<file path="src/rtl/dino_pkg.sv">
// rtl/dino_pkg.sv - shared types and register map for the dino frame master
package dino_pkg;

  typedef enum logic [1:0] {
    POSE_RUN  = 2'd0,
    POSE_JUMP = 2'd1,
    POSE_DUCK = 2'd2
  } pose_e;

  typedef enum logic [1:0] {
    ST_IDLE   = 2'd0,
    ST_UPDATE = 2'd1,
    ST_BURST  = 2'd2
  } state_e;

  localparam logic [8:0] DINO_X_ADDR   = 9'd0;
  localparam logic [8:0] DINO_Y_ADDR   = 9'd1;
  localparam logic [8:0] JUMP_X_ADDR   = 9'd2;
  localparam logic [8:0] JUMP_Y_ADDR   = 9'd3;
  localparam logic [8:0] DUCK_X_ADDR   = 9'd4;
  localparam logic [8:0] DUCK_Y_ADDR   = 9'd5;
  localparam logic [8:0] CACTUS_X_ADDR = 9'd6;
  localparam logic [8:0] CACTUS_Y_ADDR = 9'd7;
  localparam logic [8:0] GODZ_X_ADDR   = 9'd8;
  localparam logic [8:0] GODZ_Y_ADDR   = 9'd9;

  localparam logic [3:0] LAST_BEAT = 4'd9;

  // Each pose owns a sprite slot; slots not matching the live pose are parked off-screen.
  function automatic logic [7:0] pose_coord(input pose_e pose, input pose_e slot,
                                            input logic [7:0] live, input logic [7:0] park);
    return (pose == slot) ? live : park;
  endfunction

endpackage

</file>
<file path="src/rtl/dino_physics.sv">
// rtl/dino_physics.sv - per-frame dino pose/velocity, cactus scroll and collision latch
module dino_physics
  import dino_pkg::*;
#(
  parameter logic [7:0] DINO_X       = 8'd40,
  parameter logic [7:0] GROUND_Y     = 8'd150,
  parameter logic [5:0] JUMP_V0      = 6'd12,
  parameter logic [5:0] GRAVITY      = 6'd1,
  parameter logic [7:0] SCROLL_STEP  = 8'd2,
  parameter logic [7:0] CACTUS_START = 8'd250
) (
  input  logic       clk,
  input  logic       reset_n,
  input  logic       step_i,
  input  logic       jump_btn_i,
  input  logic       duck_btn_i,
  output logic [7:0] dino_y_o,
  output pose_e      pose_o,
  output logic [7:0] cactus_x_o,
  output logic       game_over_o
);

  logic [7:0]        dino_y_q, dino_y_d;
  logic signed [9:0] vel_q, vel_d;
  pose_e             pose_q, pose_d;
  logic [7:0]        cactus_x_q, cactus_x_d;
  logic              game_over_q, game_over_d;
  logic signed [9:0] y_calc;
  logic              hit;

  always_comb begin
    dino_y_d    = dino_y_q;
    vel_d       = vel_q;
    pose_d      = pose_q;
    cactus_x_d  = cactus_x_q;
    game_over_d = game_over_q;
    y_calc      = '0;
    hit         = 1'b0;
    if (step_i && !game_over_q) begin
      if (pose_q != POSE_JUMP) begin
        if (jump_btn_i) begin
          pose_d = POSE_JUMP;
          vel_d  = signed'({4'd0, JUMP_V0});
        end else if (duck_btn_i) begin
          pose_d = POSE_DUCK;
        end else begin
          pose_d = POSE_RUN;
        end
      end
      // Take-off frame already moves by JUMP_V0, so the apex lands V0 frames later.
      if (pose_d == POSE_JUMP) begin
        y_calc = signed'({2'b00, dino_y_q}) - vel_d;
        if (y_calc >= signed'({2'b00, GROUND_Y})) begin
          dino_y_d = GROUND_Y;
          vel_d    = '0;
          pose_d   = POSE_RUN;
        end else begin
          dino_y_d = y_calc[7:0];
          vel_d    = vel_d - signed'({4'd0, GRAVITY});
        end
      end
      cactus_x_d = (cactus_x_q < SCROLL_STEP) ? CACTUS_START : cactus_x_q - SCROLL_STEP;
      // 10-bit sums keep the +32 box edges from wrapping near the right border.
      hit = ({2'b00, cactus_x_d} < ({2'b00, DINO_X} + 10'd32)) &&
            (({2'b00, cactus_x_d} + 10'd32) > {2'b00, DINO_X}) &&
            (({2'b00, dino_y_d} + 10'd32) > {2'b00, GROUND_Y});
      game_over_d = hit;
    end
  end

  always_ff @(posedge clk) begin
    if (!reset_n) begin
      dino_y_q    <= GROUND_Y;
      vel_q       <= '0;
      pose_q      <= POSE_RUN;
      cactus_x_q  <= CACTUS_START;
      game_over_q <= 1'b0;
    end else begin
      dino_y_q    <= dino_y_d;
      vel_q       <= vel_d;
      pose_q      <= pose_d;
      cactus_x_q  <= cactus_x_d;
      game_over_q <= game_over_d;
    end
  end

  assign dino_y_o    = dino_y_q;
  assign pose_o      = pose_q;
  assign cactus_x_o  = cactus_x_q;
  assign game_over_o = game_over_q;

endmodule

</file>
<file path="src/rtl/dino_frame_master.sv">
// rtl/dino_frame_master.sv - vsync-paced game update and 10-register sprite write burst
module dino_frame_master
  import dino_pkg::*;
#(
  parameter logic [7:0] DINO_X       = 8'd40,
  parameter logic [7:0] GROUND_Y     = 8'd150,
  parameter logic [5:0] JUMP_V0      = 6'd12,
  parameter logic [5:0] GRAVITY      = 6'd1,
  parameter logic [7:0] SCROLL_STEP  = 8'd2,
  parameter logic [7:0] CACTUS_START = 8'd250,
  parameter logic [7:0] PARK_X       = 8'd250,
  parameter logic [7:0] PARK_Y       = 8'd0,
  parameter logic [7:0] GODZ_X       = 8'd100,
  parameter logic [7:0] GODZ_Y       = 8'd200
) (
  input  logic        clk,
  input  logic        reset_n,
  input  logic        enable,
  input  logic        vga_vs,
  input  logic        jump_btn,
  input  logic        duck_btn,
  output logic        chipselect,
  output logic        write,
  output logic [8:0]  address,
  output logic [31:0] writedata,
  output logic        busy,
  output logic        game_over
);

  state_e     state_q, state_d;
  logic [3:0] beat_q, beat_d;
  logic       vs_prev_q;
  logic       tick;
  logic       step;
  logic [7:0] dino_y;
  pose_e      pose;
  logic [7:0] cactus_x;
  logic [7:0] payload;

  // vga_vs is already in the clk domain; a falling edge marks a new frame.
  assign tick = enable && !vga_vs && vs_prev_q;

  always_ff @(posedge clk) begin
    if (!reset_n) begin
      state_q   <= ST_IDLE;
      beat_q    <= '0;
      vs_prev_q <= 1'b1;
    end else begin
      state_q   <= state_d;
      beat_q    <= beat_d;
      vs_prev_q <= vga_vs;
    end
  end

  always_comb begin
    state_d = state_q;
    beat_d  = beat_q;
    case (state_q)
      ST_IDLE: begin
        if (tick) state_d = ST_UPDATE;
      end
      ST_UPDATE: begin
        state_d = ST_BURST;
        beat_d  = '0;
      end
      ST_BURST: begin
        if (beat_q == LAST_BEAT) begin
          state_d = ST_IDLE;
          beat_d  = '0;
        end else begin
          beat_d = beat_q + 4'd1;
        end
      end
      default: begin
        state_d = ST_IDLE;
        beat_d  = '0;
      end
    endcase
  end

  always_comb begin
    chipselect = 1'b0;
    write      = 1'b0;
    busy       = 1'b0;
    step       = 1'b0;
    address    = '0;
    writedata  = '0;
    case (state_q)
      ST_UPDATE: step = 1'b1;
      ST_BURST: begin
        chipselect = 1'b1;
        write      = 1'b1;
        busy       = 1'b1;
        address    = {5'd0, beat_q};
        writedata  = {24'd0, payload};
      end
      default: ;
    endcase
  end

  always_comb begin
    payload = 8'd0;
    case ({5'd0, beat_q})
      DINO_X_ADDR:   payload = pose_coord(pose, POSE_RUN,  DINO_X, PARK_X);
      DINO_Y_ADDR:   payload = pose_coord(pose, POSE_RUN,  dino_y, PARK_Y);
      JUMP_X_ADDR:   payload = pose_coord(pose, POSE_JUMP, DINO_X, PARK_X);
      JUMP_Y_ADDR:   payload = pose_coord(pose, POSE_JUMP, dino_y, PARK_Y);
      DUCK_X_ADDR:   payload = pose_coord(pose, POSE_DUCK, DINO_X, PARK_X);
      DUCK_Y_ADDR:   payload = pose_coord(pose, POSE_DUCK, dino_y, PARK_Y);
      CACTUS_X_ADDR: payload = cactus_x;
      CACTUS_Y_ADDR: payload = GROUND_Y;
      GODZ_X_ADDR:   payload = GODZ_X;
      GODZ_Y_ADDR:   payload = GODZ_Y;
      default:       payload = 8'd0;
    endcase
  end

  dino_physics #(
    .DINO_X       (DINO_X),
    .GROUND_Y     (GROUND_Y),
    .JUMP_V0      (JUMP_V0),
    .GRAVITY      (GRAVITY),
    .SCROLL_STEP  (SCROLL_STEP),
    .CACTUS_START (CACTUS_START)
  ) u_physics (
    .clk         (clk),
    .reset_n     (reset_n),
    .step_i      (step),
    .jump_btn_i  (jump_btn),
    .duck_btn_i  (duck_btn),
    .dino_y_o    (dino_y),
    .pose_o      (pose),
    .cactus_x_o  (cactus_x),
    .game_over_o (game_over)
  );

endmodule

</file>
<file path="config.mk">
export PLATFORM = sky130hd
export DESIGN_NAME = dino_frame_master
export DESIGN_NICKNAME = d
export VERILOG_FILES = /design/src/rtl/dino_pkg.sv /design/src/rtl/dino_physics.sv /design/src/rtl/dino_frame_master.sv
export SDC_FILE = /design/constraint.sdc
export NUM_CORES = 1
export LEC_CHECK = 0
export ABC_AREA = 1
export BUFFER_PORTS_ARGS = -buffer_cell sky130_fd_sc_hd__buf_2
export CAP_MARGIN = 15
export CORE_ASPECT_RATIO = 0.9
export CORE_MARGIN = 8
export CORE_UTILIZATION = 48
export CTS_CLUSTER_DIAMETER = 40
export DETAILED_ROUTE_END_ITERATION = 8
export MAX_ROUTING_LAYER = met4
export PLACE_DENSITY = 0.7
export SLEW_MARGIN = 20
export SYNTH_ARGS = -nofsm -noshare
export SYNTH_HDL_FRONTEND = slang
export SYNTH_HIERARCHICAL = 1
export SYNTH_SLANG_ARGS = --single-unit
</file>
<file path="constraint.sdc">
create_clock -name clk -period 3.93 [get_ports clk]
set_clock_uncertainty 0.1 [all_clocks]
set_input_delay 0.393 -clock clk [delete_from_list [all_inputs] [get_ports clk]]
set_output_delay 0.393 -clock clk [all_outputs]
set_load 0.05 [all_outputs]
</file>
==> results of run 1 <==
Yosys cell counts (2+ instances only):
cell,n
a211oi_1,4
a21oi_1,40
a31oi_1,2
buf_4,31
clkbuf_1,6
dfxtp_1,36
ha_1,10
inv_1,62
inv_2,3
nand2_1,138
nand2_2,11
nand2_4,2
nand3_1,43
nand3_2,4
nand3b_1,3
nand4_1,3
nor2_1,42
nor2_2,5
nor2_4,2
nor3_1,3
o211ai_1,3
o21ai_0,12
or2_2,2
xor2_1,7
through the flow:
stage	worst slack (ps)	instances	TNS, ps	area, um2	hold WS (ps)
floorplan	525	518	0	3110	321
global placement	278	573	0	3040	325
finish	346	581	0	3190	198
CTS	122	581	0	3170	195
global route	-20.4	581	-20.4	3190	202
detailed placement	159	573	0	3040	334
state kept, by name (all words and copies together), names as in the netlist:
| name | flops |
|---|---|
| beat_q | 4 |
| u_physics/pose_o | 2 |
| u_physics/game_over_o | 1 |
| u_physics/vel_q | 10 |
| u_physics/dino_y_o | 8 |
| u_physics/cactus_x_o | 8 |
| vs_prev_q | 1 |
| state_q | 2 |
power groups by stage:
stage	sequential (uW)	combinational, uW	clock, uW
2_1_floorplan	393	244	0
3_3_place_gp	397	257	0
3_5_place_dp	397	259	0
4_1_cts	389	260	379
5_1_grt	391	294	393
6_report	389	267	371
final timing paths:
kind	depth (start not counted)	slack, ps	start	endpoint
worst min register to register	2	350	vs_prev_q	state_q[0]
worst min-delay path	2	200	vga_vs	vs_prev_q
worst max register to register	30	350	u_physics/pose_o[1]	u_physics/game_over_o
worst max-delay path	30	350	u_physics/pose_o[1]	u_physics/game_over_o
cell families (layout without fill, tap and decap cells):
family	Yosys count	after routing	synth area share, %
adder cells (fa/ha/maj)	10	10	4.16
other	1	29	0.125
AND/OR/NAND/NOR	261	261	39.2
XOR/XNOR	8	8	2.33
flip-flops	36	36	24.0
AO/OA/AOI/OAI	68	68	12.8
buffers and inverters	106	97	17.4
area by class of cell:
cell class / count / area (um2)
Fill cell: 635 / 2890
Multi-Input combinational cell: 376 / 1890
Clock buffer: 7 / 96.3
Tap cell: 72 / 90.1
Sequential cell: 36 / 723
Inverter: 67 / 253
Clock inverter: 1 / 30.0
Timing Repair Buffer: 22 / 113
cell usage in the layout (no fill, tap or decap), types with 2 or more instances in the layout:
| cell type | instances |
|---|---|
| clkbuf_8 | 7 |
| nand3b_1 | 3 |
| inv_1 | 62 |
| a21oi_1 | 38 |
| conb_1 | 29 |
| nand4_1 | 3 |
| o21ai_0 | 11 |
| nor2_1 | 41 |
| inv_2 | 3 |
| nor3_1 | 3 |
| nand3_1 | 43 |
| nand2_1 | 138 |
| a211oi_1 | 4 |
| ha_1 | 10 |
| nor2_4 | 3 |
| o21ai_2 | 2 |
| o211ai_1 | 3 |
| a31oi_1 | 2 |
| buf_2 | 21 |
| a21oi_2 | 3 |
| nand3_2 | 4 |
| nand2_2 | 11 |
| nor2_2 | 5 |
| dfxtp_1 | 34 |
| xor2_1 | 7 |
| nand2_4 | 2 |
| or2_2 | 2 |
| dfxtp_2 | 2 |
layer usage:
layer  part of all wire [%]  vias to the layer above  global-route usage, %  wire length [um]
li1                       -                     1545                      -                 -
met1                     50                     1381                   22.0              3750
met2                     43                       81                   26.1              3260
met3                    6.3                        4                   3.97               472
met4                   0.70                        0                   3.27                53
met5                      0                        -                      -                 0
worst reg2reg max path, delay by kind of cell (launching register included):
family / cells / cell delay, ps
AO/OA/AOI/OAI: 2 / 270
buffers and inverters: 5 / 380
flip-flops: 1 / 350
AND/OR/NAND/NOR: 20 / 1790
adder cells (fa/ha/maj): 3 / 550
==> results.sh, run 1 <==
export IMPL_drc=0
export IMPL_vias=3011
export IMPL_cts_hold_buf=0
export IMPL_synth_edff_count=0
export IMPL_die_h_um=91.1
export IMPL_timing_final_crit_share_pct=91.2
export IMPL_crit_family="simple AND/OR/NAND/NOR gates"
export IMPL_syn_to_final_growth_pct=6.11
export IMPL_dieWidth_um=99.4
export IMPL_clockBufferDepth=2
export IMPL_clkSlewWorstSetupHoldPaths_ps=80
export IMPL_synth_flop_cell="dfxtp_1"
export IMPL_grt_pass1_wl_um=12600
export IMPL_cp_num_buf_inv=5
export IMPL_synth_top_area_share_pct=24.0
export IMPL_mappedNetlistArea_mm2=0.00301
export IMPL_yosys_area_top_type="dfxtp_1"
export IMPL_synth_area_leaders="dfxtp_1 (24%), nand2_1 (17%), buf_4 (7.7%), inv_1 (7.7%), nand3_1 (7.2%)"
export IMPL_final_core_util_pct=52.5
export IMPL_peakVddDrop_v=0.000161
export IMPL_intPower_uw=664
export IMPL_ys_async_sr_fraction_pct=0
export IMPL_syn_area_per_cell_um2=6.14
export IMPL_crit_path_max_incr_delay_ps=350
export IMPL_setup_viol_count_final=0
export IMPL_path_max_fanout=19
export IMPL_required_ps=3980
export IMPL_dieArea_mm2=0.00906
export IMPL_seq_area_frac_synth_pct=24.0
export IMPL_switching_power_uw=363
export IMPL_status="complete, no violations"
export IMPL_drive_gt1_share_pct=13.8
export IMPL_clkPwrFrac_pct=36.1
export IMPL_antenna_left=0
export IMPL_drtIter0Drc=255
export IMPL_clockRootBuffer="clkbuf_8"
export IMPL_hold_class="in2reg"
export IMPL_finalHoldViolations=0
export IMPL_placementRows=27
export IMPL_postRouteWirelength_um=7540
export IMPL_fp_coreArea_mm2=0.00608
export IMPL_antenna_found_initial=0
export IMPL_via_per_inst=5.18
export IMPL_total_power_uw=1030
export IMPL_routedWlPerCell_um=13.0
export IMPL_cp_slowest_cell="dfxtp_2"
export IMPL_worst_setup_path_end_kind="flip-flop"
export IMPL_htree_levels=2
export IMPL_dr_pass1_iters=5
export IMPL_grt_max_degree=22
export IMPL_cp_start_kind="flip-flop"
export IMPL_grt_overflow=0
export IMPL_yosys_warnings=6
export IMPL_diodes=0
export IMPL_crit_top_cell="nand2_1"
export IMPL_fin_nets=524
export IMPL_drv_cap=0
export IMPL_ys_types=40
export IMPL_grt_usage_pct=16.9
export IMPL_grt_pass1_vias=2701
export IMPL_comb_power_share_pct=26.0
export IMPL_p_seq_share_pct=37.9
export IMPL_dp_hpwl_um=5890
export IMPL_cts_sinks=36
export IMPL_slew_viol_final=0
export IMPL_power_leakage_uw=0.00155
export IMPL_cts_buffers_inserted=5
export IMPL_path_class="reg2reg"
export IMPL_fmax_mhz=279
export IMPL_syn_inst=490
export IMPL_ys_seq_elements=36
export IMPL_cellPowerDensity_mw_per_mm2=322
export IMPL_min_period_ps=3580
export IMPL_insertion_delay_ps=300
export IMPL_gp_congestion=0.980
export IMPL_start_util_pct=49.5
export IMPL_swShare_pct=35.3
export IMPL_cts_resized=0
export IMPL_worstMarginPinSlew_ps=701
export IMPL_cp_arrival_ps=3630
export IMPL_io_buffer_count=21
export IMPL_io_pins=51
export IMPL_slew_headroom_pct=53.2
export IMPL_post_cts_buffers=0
export IMPL_cts_tree="built"
Power figures use the tool's default switching activity.
==> run 2, diff against run 1 <==
--- a/config.mk
+++ b/config.mk
@@ -9,7 +9,7 @@
 export BUFFER_PORTS_ARGS = -buffer_cell sky130_fd_sc_hd__buf_2
 export CAP_MARGIN = 15
 export CORE_ASPECT_RATIO = 0.9
-export CORE_MARGIN = 8
+export CORE_MARGIN = 2
 export CORE_UTILIZATION = 48
 export CTS_CLUSTER_DIAMETER = 40
 export DETAILED_ROUTE_END_ITERATION = 8
==> results.sh, run 2 (synthesis results as in run 1) <==
export IMPL_cts_hold_buf=0
export IMPL_worst_hold_slack_ps=199
export IMPL_clkSlewWorstSetupHoldPaths_ps=80
export IMPL_io_buffer_count=21
export IMPL_cts_sinks=36
export IMPL_rsz0062_at_grt="no"
export IMPL_die_h_um=79.1
export IMPL_setup_tns_ps=0
export IMPL_slew_headroom_pct=47.2
export IMPL_path_class="reg2reg"
export IMPL_power_leakage_uw=0.00155
export IMPL_antenna_left=0
export IMPL_slew_viol_final=0
export IMPL_finalHoldViolations=0
export IMPL_cts_buffers_inserted=5
export IMPL_r2r_slack_ps=330
export IMPL_cp_arrival_ps=3640
export IMPL_dieArea_mm2=0.00692
export IMPL_syn_to_final_growth_pct=5.49
export IMPL_grt_usage_pct=21.9
export IMPL_drv_cap=0
export IMPL_final_common_cell="nand2_1"
export IMPL_antenna_found_initial=0
export IMPL_drive_gt1_share_pct=13.0
export IMPL_crit_end="u_physics/game_over_o"
export IMPL_required_ps=3970
export IMPL_timing_final_crit_share_pct=91.5
export IMPL_dieWidth_um=87.4
export IMPL_clockBufferDepth=2
export IMPL_drtIter0Drc=242
export IMPL_via_per_inst=5.19
export IMPL_cts_tree="built"
export IMPL_status="complete, no violations"
export IMPL_diodes=0
export IMPL_placementRows=27
export IMPL_grt_pass1_wl_um=11800
export IMPL_setup_viol_count_final=0
export IMPL_clockRootBuffer="clkbuf_8"
export IMPL_grt_pass1_vias=2629
export IMPL_nFillCells=618
export IMPL_vias=3010
export IMPL_drc=0
export IMPL_hold_class="in2reg"
export IMPL_start_util_pct=49.5
export IMPL_largest_reg_flops=10
export IMPL_r2r_start="u_physics/pose_o[1]"
export IMPL_worst_setup_path_end_kind="flip-flop"
export IMPL_insertion_delay_ps=290
export IMPL_grt_max_degree=26
export IMPL_final_cell_mix="nand2_1 (138), inv_1 (62), nand3_1 (43)"
export IMPL_io_pins=51
export IMPL_min_period_ps=3600
export IMPL_worstMarginPinSlew_ps=791
export IMPL_fin_area_mm2=0.00317
export IMPL_peakVddDrop_v=0.000151
export IMPL_largest_register="u_physics/vel_q"
export IMPL_fp_coreArea_mm2=0.00608
export IMPL_htree_levels=2
export IMPL_dr_pass1_iters=5
export IMPL_r2r_end="u_physics/game_over_o"
export IMPL_dp_hpwl_um=5500
export IMPL_cp_start_kind="flip-flop"
export IMPL_fin_nets=523
export IMPL_critPathLaunch="u_physics/pose_o[1]"
export IMPL_postRouteWirelength_um=7150
export IMPL_cellPowerDensity_mw_per_mm2=322
export IMPL_path_max_fanout=19
export IMPL_gp_congestion=0.924
export IMPL_ff2ff_path_depth=23
export IMPL_grt_overflow=0
export IMPL_fmax_mhz=278
export IMPL_post_dp_cell_area_mm2=0.00304
export IMPL_routedWlPerCell_um=12.3
## run 2: cell types whose count changed in the layout (fill, tap and decap cells not counted)
cell     before  now
o21ai_1       0    1
a21oi_1      38   40
a21oi_2       3    1
o21ai_2       2    1
buf_4         1    0
## run 2: per-layer routing
metal  routed length (um)  vias to the layer above  track usage, %
met4                   79                        0            4.92
met5                    0                        -               -
li1                     -                     1538               -
met2                 3010                      112            31.7
met1                 3610                     1351            31.4
met3                  455                        9            4.47
## run 2: worst min-delay path by stage
stage / startpoint / endpoint / depth (start not counted)
floorplan: vs_prev_q / state_q[0] / 2
global placement: vs_prev_q / state_q[0] / 2
detailed placement: vs_prev_q / state_q[0] / 2
CTS: vga_vs / vs_prev_q / 2
global route: vga_vs / vs_prev_q / 2
finish: vga_vs / vs_prev_q / 2
## run 2: repair_timing
action                                  CTS  global route
gates resized for setup                   0             5
endpoints found under the setup margin    0             1
setup buffers                             0             0
## run 2: stage by stage
stage / setup slack [ps] / power (uW) / util [%] / cells
floorplan: 525 / 637 / - / 518
detailed placement: 238 / 655 / 49.9 / 572
finish: 335 / 1020 / 52.2 / 580
global placement: 286 / 654 / 49.9 / 572
CTS: 212 / 1030 / 52.0 / 580
global route: 42.2 / 1080 / 52.2 / 580
## run 2: where the power goes
part	internal, uW	total (uW)	switching, uW	leakage (uW)
logic	63.2	264	201	0.00119
registers	376	389	13.2	0.000293
clock network	224	369	145	0.0000645
## run 2: critical path, stage by stage (launching register included)
cell,delay (ps)
dfxtp_2,350
inv_2,80
nand2_4,70
nand2_8,130
nand2_1,110
ha_1,350
a21oi_1,310
nor3_1,80
a211oi_1,240
o21ai_2,100
xor2_1,170
nand2_2,90
nand2_4,100
nand2_2,90
o21a_1,210
inv_1,70
ha_1,220
nand3b_1,170
nor2_1,120
nand2_1,60
nand2_1,50
nand2_1,50
nand3_1,60
a21oi_1,60
## run 2: area by class of cell
type,instances,area [um2],share of cell area [%]
tap,72,90.1,2.84
multi-input combinational,376,1880,59.1
timing repair buffer,21,105,3.31
inverter,67,253,7.97
clock buffer,7,96.3,3.04
sequential,36,723,22.8
clock inverter,1,30.0,0.946
